`src/rtl/pipe_pkg.sv`:
```
// Shared pipeline types for the MEM/WB slice: widths, MEM handshake states
// and the MEM/WB register bundle.
package pipe_pkg;

    localparam int DATA_W = 32;
    localparam int ADDR_W = 32;
    localparam int REG_W  = 5;

    typedef enum logic [0:0] {
        IDLE   = 1'b0,
        ACCESS = 1'b1
    } mem_state_t;

    typedef struct packed {
        logic              RegWrite;
        logic              MemtoReg;
        logic [DATA_W-1:0] ALU;
        logic [DATA_W-1:0] MEM;
        logic [REG_W-1:0]  rd;
    } mem_wb_t;

    function automatic logic is_misaligned(input logic [1:0] byte_lsb);
        return byte_lsb != 2'b00;
    endfunction

endpackage

```
`src/rtl/dm_handshake_fsm.sv`:
```
// Data-memory req/ack sequencer: state register, registered request fields,
// upstream stall. Optional MEM_MISALIGN_TRAP_EN suppresses misaligned accesses.
module dm_handshake_fsm
    import pipe_pkg::*;
#(
    parameter int ADDR_W = 32,
    parameter int DATA_W = 32
) (
    input  logic              clk,
    input  logic              rst_n,
    input  logic              acc,
    input  logic              is_store,
    input  logic [ADDR_W-1:0] addr,
    input  logic [DATA_W-1:0] wdata,
    input  logic              dm_ack,
`ifdef MEM_MISALIGN_TRAP_EN
    input  logic              misalign,
    output logic              trap_pulse,
`endif
    output logic              dm_req,
    output logic              dm_we,
    output logic [ADDR_W-1:0] dm_addr,
    output logic [DATA_W-1:0] dm_wdata,
    output logic              stall,
    output logic              load_en,
    output mem_state_t        state_dbg
);

    mem_state_t state_q, state_d;
    logic       issue;
    logic       trap;
    logic       trap_chk;

`ifdef MEM_MISALIGN_TRAP_EN
    assign trap_chk = misalign;
`else
    assign trap_chk = 1'b0;
`endif

    // Handshake: dm_req stays high with we/addr/wdata frozen from the issue edge
    // until the edge that samples the single-cycle dm_ack; dm_ack outside ACCESS is ignored.
    always_comb begin
        state_d = state_q;
        stall   = 1'b0;
        issue   = 1'b0;
        load_en = 1'b0;
        trap    = 1'b0;
        case (state_q)
            IDLE: begin
                if (!acc) begin
                    load_en = 1'b1;
                end else if (trap_chk) begin
                    trap = 1'b1;
                end else begin
                    issue   = 1'b1;
                    stall   = 1'b1;
                    state_d = ACCESS;
                end
            end
            ACCESS: begin
                if (dm_ack) begin
                    load_en = 1'b1;
                    state_d = IDLE;
                end else begin
                    stall = 1'b1;
                end
            end
            default: state_d = IDLE;
        endcase
    end

    always_ff @(posedge clk or negedge rst_n) begin
        if (!rst_n) begin
            state_q  <= IDLE;
            dm_req   <= 1'b0;
            dm_we    <= 1'b0;
            dm_addr  <= '0;
            dm_wdata <= '0;
        end else begin
            state_q <= state_d;
            if (issue) begin
                dm_req   <= 1'b1;
                dm_we    <= is_store;
                dm_addr  <= addr;
                dm_wdata <= wdata;
            end else if (state_q == ACCESS && dm_ack) begin
                dm_req <= 1'b0;
            end
        end
    end

`ifdef MEM_MISALIGN_TRAP_EN
    always_ff @(posedge clk or negedge rst_n) begin
        if (!rst_n) trap_pulse <= 1'b0;
        else        trap_pulse <= trap;
    end
`else
    logic unused_trap;
    assign unused_trap = trap;
`endif

    assign state_dbg = state_q;

endmodule

```
`src/rtl/mem_wb_stage.sv`:
```
// MEM stage and MEM/WB register: data-memory access over req/ack with pipeline
// stall. Define MEM_MISALIGN_TRAP_EN to trap misaligned lw/sw (adds misalign_o).
module mem_wb_stage #(
    parameter int DATA_W = 32,
    parameter int ADDR_W = 32,
    parameter int REG_W  = 5
) (
    input  logic              clk,
    input  logic              rst_n,
    input  logic              RegWrite_i,
    input  logic              MemtoReg_i,
    input  logic              MemRead_i,
    input  logic              MemWrite_i,
    input  logic [DATA_W-1:0] ALU_i,
    input  logic [DATA_W-1:0] rt_i,
    input  logic [REG_W-1:0]  rd_i,
    output logic              dm_req_o,
    output logic              dm_we_o,
    output logic [ADDR_W-1:0] dm_addr_o,
    output logic [DATA_W-1:0] dm_wdata_o,
    input  logic              dm_ack_i,
    input  logic [DATA_W-1:0] dm_rdata_i,
    output logic              stall_o,
`ifdef MEM_MISALIGN_TRAP_EN
    output logic              misalign_o,
`endif
    output logic              RegWrite_o,
    output logic              MemtoReg_o,
    output logic [DATA_W-1:0] ALU_o,
    output logic [DATA_W-1:0] MEM_o,
    output logic [REG_W-1:0]  rd_o
);

    import pipe_pkg::*;

    // The bundle type is sized by pipe_pkg; keep these parameters at the package values.
    mem_wb_t    wb_q;
    mem_state_t state_dbg;
    logic       acc;
    logic       is_load;
    logic       load_en;

    assign acc     = MemRead_i | MemWrite_i;
    // A store wins when both MemRead_i and MemWrite_i are set.
    assign is_load = MemRead_i & ~MemWrite_i;

    dm_handshake_fsm #(
        .ADDR_W(ADDR_W),
        .DATA_W(DATA_W)
    ) u_fsm (
        .clk       (clk),
        .rst_n     (rst_n),
        .acc       (acc),
        .is_store  (MemWrite_i),
        .addr      (ALU_i[ADDR_W-1:0]),
        .wdata     (rt_i),
        .dm_ack    (dm_ack_i),
`ifdef MEM_MISALIGN_TRAP_EN
        .misalign  (is_misaligned(ALU_i[1:0])),
        .trap_pulse(misalign_o),
`endif
        .dm_req    (dm_req_o),
        .dm_we     (dm_we_o),
        .dm_addr   (dm_addr_o),
        .dm_wdata  (dm_wdata_o),
        .stall     (stall_o),
        .load_en   (load_en),
        .state_dbg (state_dbg)
    );

    // load_en is only raised for an access on its ack cycle, so is_load there
    // means the read data is valid on dm_rdata_i.
    always_ff @(posedge clk or negedge rst_n) begin
        if (!rst_n) begin
            wb_q <= '0;
        end else if (load_en) begin
            wb_q.RegWrite <= RegWrite_i;
            wb_q.MemtoReg <= MemtoReg_i;
            wb_q.ALU      <= ALU_i;
            wb_q.rd       <= rd_i;
            if (is_load) wb_q.MEM <= dm_rdata_i;
        end else begin
            wb_q.RegWrite <= 1'b0;
            wb_q.MemtoReg <= 1'b0;
        end
    end

    assign RegWrite_o = wb_q.RegWrite;
    assign MemtoReg_o = wb_q.MemtoReg;
    assign ALU_o      = wb_q.ALU;
    assign MEM_o      = wb_q.MEM;
    assign rd_o       = wb_q.rd;

endmodule

```
`config.mk`:
```
export PLATFORM = sky130hd
export DESIGN_NAME = mem_wb_stage
export DESIGN_NICKNAME = d
export VERILOG_FILES = /design/src/rtl/pipe_pkg.sv /design/src/rtl/dm_handshake_fsm.sv /design/src/rtl/mem_wb_stage.sv
export SDC_FILE = /design/constraint.sdc
export NUM_CORES = 1
export LEC_CHECK = 0
export ABC_AREA = 1
export CORE_ASPECT_RATIO = 0.8
export CORE_MARGIN = 3
export CORE_UTILIZATION = 42
export DETAILED_ROUTE_END_ITERATION = 10
export PLACE_DENSITY = 0.82
export SLEW_MARGIN = 20
export SYNTH_ARGS = -nofsm -noshare
export SYNTH_HDL_FRONTEND = slang
export SYNTH_SLANG_ARGS = --single-unit
export TNS_END_PERCENT = 100
```
`constraint.sdc`:
```
create_clock -name clk -period 2.8 [get_ports clk]
set_clock_uncertainty 0.15 [all_clocks]
set_input_delay 0.28 -clock clk [delete_from_list [all_inputs] [get_ports clk]]
set_output_delay 0.28 -clock clk [all_outputs]
set_load 0.1 [all_outputs]
```
==> results summary <==
The flow ran to the end, and the final reports show no timing, DRC or antenna violations. Traced cell by cell, the critical path runs through inv_1 -> o21ai_4 -> nand2_1 -> buf_12. The cell count of the worst reg-to-reg path is 6. In this run the count of I/O pins placed on the die edge is 246. The pin count of the biggest net entering global routing came out at 59. Counting both buffers and inverters, the worst setup path holds a total of 2. The post-synthesis register bit count came out at 138. The number of input and output port buffers inserted is 245. The cell type contributing the most total cell area after synthesis is sky130_fd_sc_hd__dfrtp_1. Timing would allow up to 0.517 GHz. The via count of the first global-routing pass was 5,117.

The simple logic cell fraction of the synthesized area is 31.7%. The instance count on the critical path is 4. The total wire length after detailed routing came out at 16,500 um. The post-CTS resize count came out at 0.

The remaining number of nets flagged by the antenna check after routing is 0. The initial utilization of the core area, before any placement, comes to 43.5%. The signal arrival time at the worst endpoint came out at 1.50 ns. The min-delay analysis places its worst path in the category primary input to asynchronous set/reset pin.

The final period utilization is 69.1%. The total congestion overflow after global routing came out at 0. The count of hold-fix buffers inserted at cts is 1. At the pin with the least slew margin, the transition time is 0.571 ns. The setup TNS is 0 ns. The number of cell rows came out at 36. The total number of vias came out at 5,063. The core footprint came out at 12,300 sq um. The library cell with the highest instance count after synthesis is sky130_fd_sc_hd__nand2_1.

The average cell area after synthesis came out at 8.94 sq um. STA puts the critical path data required time at 2.37 ns. The kind of cell adding the most delay to the critical path is flip-flops. The area share of fa/ha/maj cells after synthesis is 0%.

The number of inserted diodes came out at 0. The maximum fanout along the worst path is 4. The insertion delay to the later sink of the worst-skew pair came out at 0.40 ns.

During synthesis, Yosys emitted a total of 0 warnings. The maximum clock path buffer count came out at 2. Synthesis produced a netlist whose cell count is 598. The initial antenna violation count came out at 0. The primary flip-flop cell chosen by synthesis mapping is sky130_fd_sc_hd__dfrtp_1. The mean routed wirelength per cell is 16.1 um. The number of hold-slack violations in the final timing report is 0. The final layout net count came out at 945. Ranked by total cell area, the synthesized netlist is headed by sky130_fd_sc_hd__dfrtp_1 65%, sky130_fd_sc_hd__nand2_1 21%, sky130_fd_sc_hd__nand3_1 9.9%.

The number of flops mapped to enable cells by yosys came out at 0. The post-route DRC violation count is 0. In this run the clock root is driven by a sky130_fd_sc_hd__clkbuf_16. For the finished layout, the period the worst path requires is 1.93 ns. The final-report max-slew violation count came out at 0. The kind of start point of the critical path is a flip-flop.

The wire length of the first global-routing pass is 26,100 um. The critical path is of the flip-flop to output pin type. The clock net in this run drives a total of 138 sinks. Summing the areas of all compound-gate instances in the mapped netlist gives 0.0936% of the synthesized area. After synthesis, the share of flip-flops with an asynchronous set or reset is 100%.

The number of failing setup endpoints in the final timing report came out at 0. The distinct cell type count after synthesis came out at 12. Summing the areas of all xor and xnor instances in the mapped netlist gives 0% of the synthesized area. Setup repair after global routing left no endpoint under its margin. The largest individual stage delay along the critical path comes from the cell sky130_fd_sc_hd__dfrtp_1. The type of element capturing the critical path is an output pin. The net count after synthesis came out at 706.

For this run, the register share of the synthesized area comes to 64.6%. The area added between synthesis and finish came out at 53.4%. Summed over all nets, the half-perimeter wirelength after detailed placement is 11,700 um. In the synthesized netlist, mux cells make up 0% of the area. The max-cap violation count came out at 0.

The first detailed-routing pass took 5 iterations. At the end of routability-driven placement, the weighted congestion stood at 0.872. The fraction of post-synthesis cell area in the top cell type by area is 64.6%.

The main combinational cell family by area after synthesis is simple AND/OR/NAND/NOR gates. After clock tree synthesis, the clock-pin slew on the worst setup and hold paths is 0.06 ns. The height of the chip is 107 um. The die covers 14,100 sq um. The width of the chip is 132 um.

Using the TritonRoute via totals, the vias-per-cell ratio works out to 4.96. The stage delay of the slowest cell on the critical path came out at 0.39 ns. Sorting the synthesized cells by how often they occur yields 303 x sky130_fd_sc_hd__nand2_1, 138 x sky130_fd_sc_hd__dfrtp_1, 106 x sky130_fd_sc_hd__nand3_1. In the final layout, the share of cells above drive strength 1 is 21.9%. The TritonCTS buffer count is 17. Summing every instance area after synthesis gives 5350 sq um. The worst pin sits at a relative slew slack of 61.9%. The H-tree depth is 4. Global routing used 23.3% of the available tracks across all layers.

The starting DRC count in detailed routing is 314. TritonCTS built the clock tree. The number of buffers inserted by post-CTS setup repair came out at 0.
-- metal layers --
layer,wire [um],global-route usage [%],vias to the layer above
met1,6620,29.3,2416
met3,1660,7.69,19
li1,-,-,2364
met4,201,7.87,0
met2,7990,38.5,264
met5,0,0,-
-- stage by stage --
step | setup WS (ns) | instance area (sq um) | hold slack, ns | utilization (%) | cells
6_report | 0.866 | 8200 | 0.228 | 66.7 | 1021
5_1_grt | 0.792 | 8200 | 0.251 | 66.7 | 1021
4_1_cts | 0.856 | 8200 | 0.233 | 66.7 | 1021
3_5_place_dp | 0.744 | 7640 | 0.104 | 62.1 | 988
3_3_place_gp | 0.820 | 7640 | 0.101 | 62.1 | 988
2_1_floorplan | 0.970 | 5350 | -0.166 | - | 598
-- final timing paths --
| check | start | endpoint | slack (ns) |
|---|---|---|---|
| max | u_fsm.state_dbg | stall_o | 0.87 |
| min reg2reg | MEM_o[19] | MEM_o[19] | 0.32 |
| min in group clk | MemtoReg_i | MemtoReg_o | 0.25 |
| max in group asynchronous | rst_n | MEM_o[14] | 1.48 |
| max reg2reg | u_fsm.state_dbg | u_fsm.dm_wdata[17] | 1.08 |
| min | rst_n | MemtoReg_o | 0.23 |
-- cell families (layout without fill, tap and decap cells) --
family | after synthesis | count (layout)
compound gates | 1 | 1
buf+inv | 44 | 296
flops | 138 | 138
simple gates | 415 | 415
-- state kept, by name, indices dropped and copies added, names as in the netlist --
register,count
ALU_o,32
MEM_o,32
u_fsm.dm_addr,32
u_fsm.dm_wdata,32
rd_o,5
MemtoReg_o,1
RegWrite_o,1
u_fsm.dm_req,1
u_fsm.dm_we,1
u_fsm.state_dbg,1
-- layout make-up --
cell class,count,area (sq um)
clock buffer,18,429
timing repair buffer,258,2250
multi-input combinational,416,1710
sequential,138,3450
inverter,6,22.5
tap,171,214
fill,975,4100
clock inverter,14,123
-- cell usage in the layout (no fill, tap or decap) --
cell / count
sky130_fd_sc_hd__clkbuf_1: 1
sky130_fd_sc_hd__inv_1: 4
sky130_fd_sc_hd__clkdlybuf4s50_1: 106
sky130_fd_sc_hd__clkinv_2: 4
sky130_fd_sc_hd__nor2_1: 5
sky130_fd_sc_hd__clkinv_1: 1
sky130_fd_sc_hd__buf_12: 3
sky130_fd_sc_hd__dlygate4sd3_1: 1
sky130_fd_sc_hd__inv_2: 1
sky130_fd_sc_hd__bufinv_16: 1
sky130_fd_sc_hd__nor2_2: 1
sky130_fd_sc_hd__buf_6: 1
sky130_fd_sc_hd__clkinvlp_4: 5
sky130_fd_sc_hd__buf_4: 147
sky130_fd_sc_hd__o21ai_4: 1
sky130_fd_sc_hd__dfrtp_1: 138
sky130_fd_sc_hd__clkbuf_16: 17
sky130_fd_sc_hd__nand3_1: 106
sky130_fd_sc_hd__nand2_2: 1
sky130_fd_sc_hd__inv_6: 3
sky130_fd_sc_hd__clkinv_4: 1
sky130_fd_sc_hd__nand2_1: 302
Power is left out: the tool's default activity adds up to more than one toggle a clock period on the data nets, which glitch-free logic cannot reach.
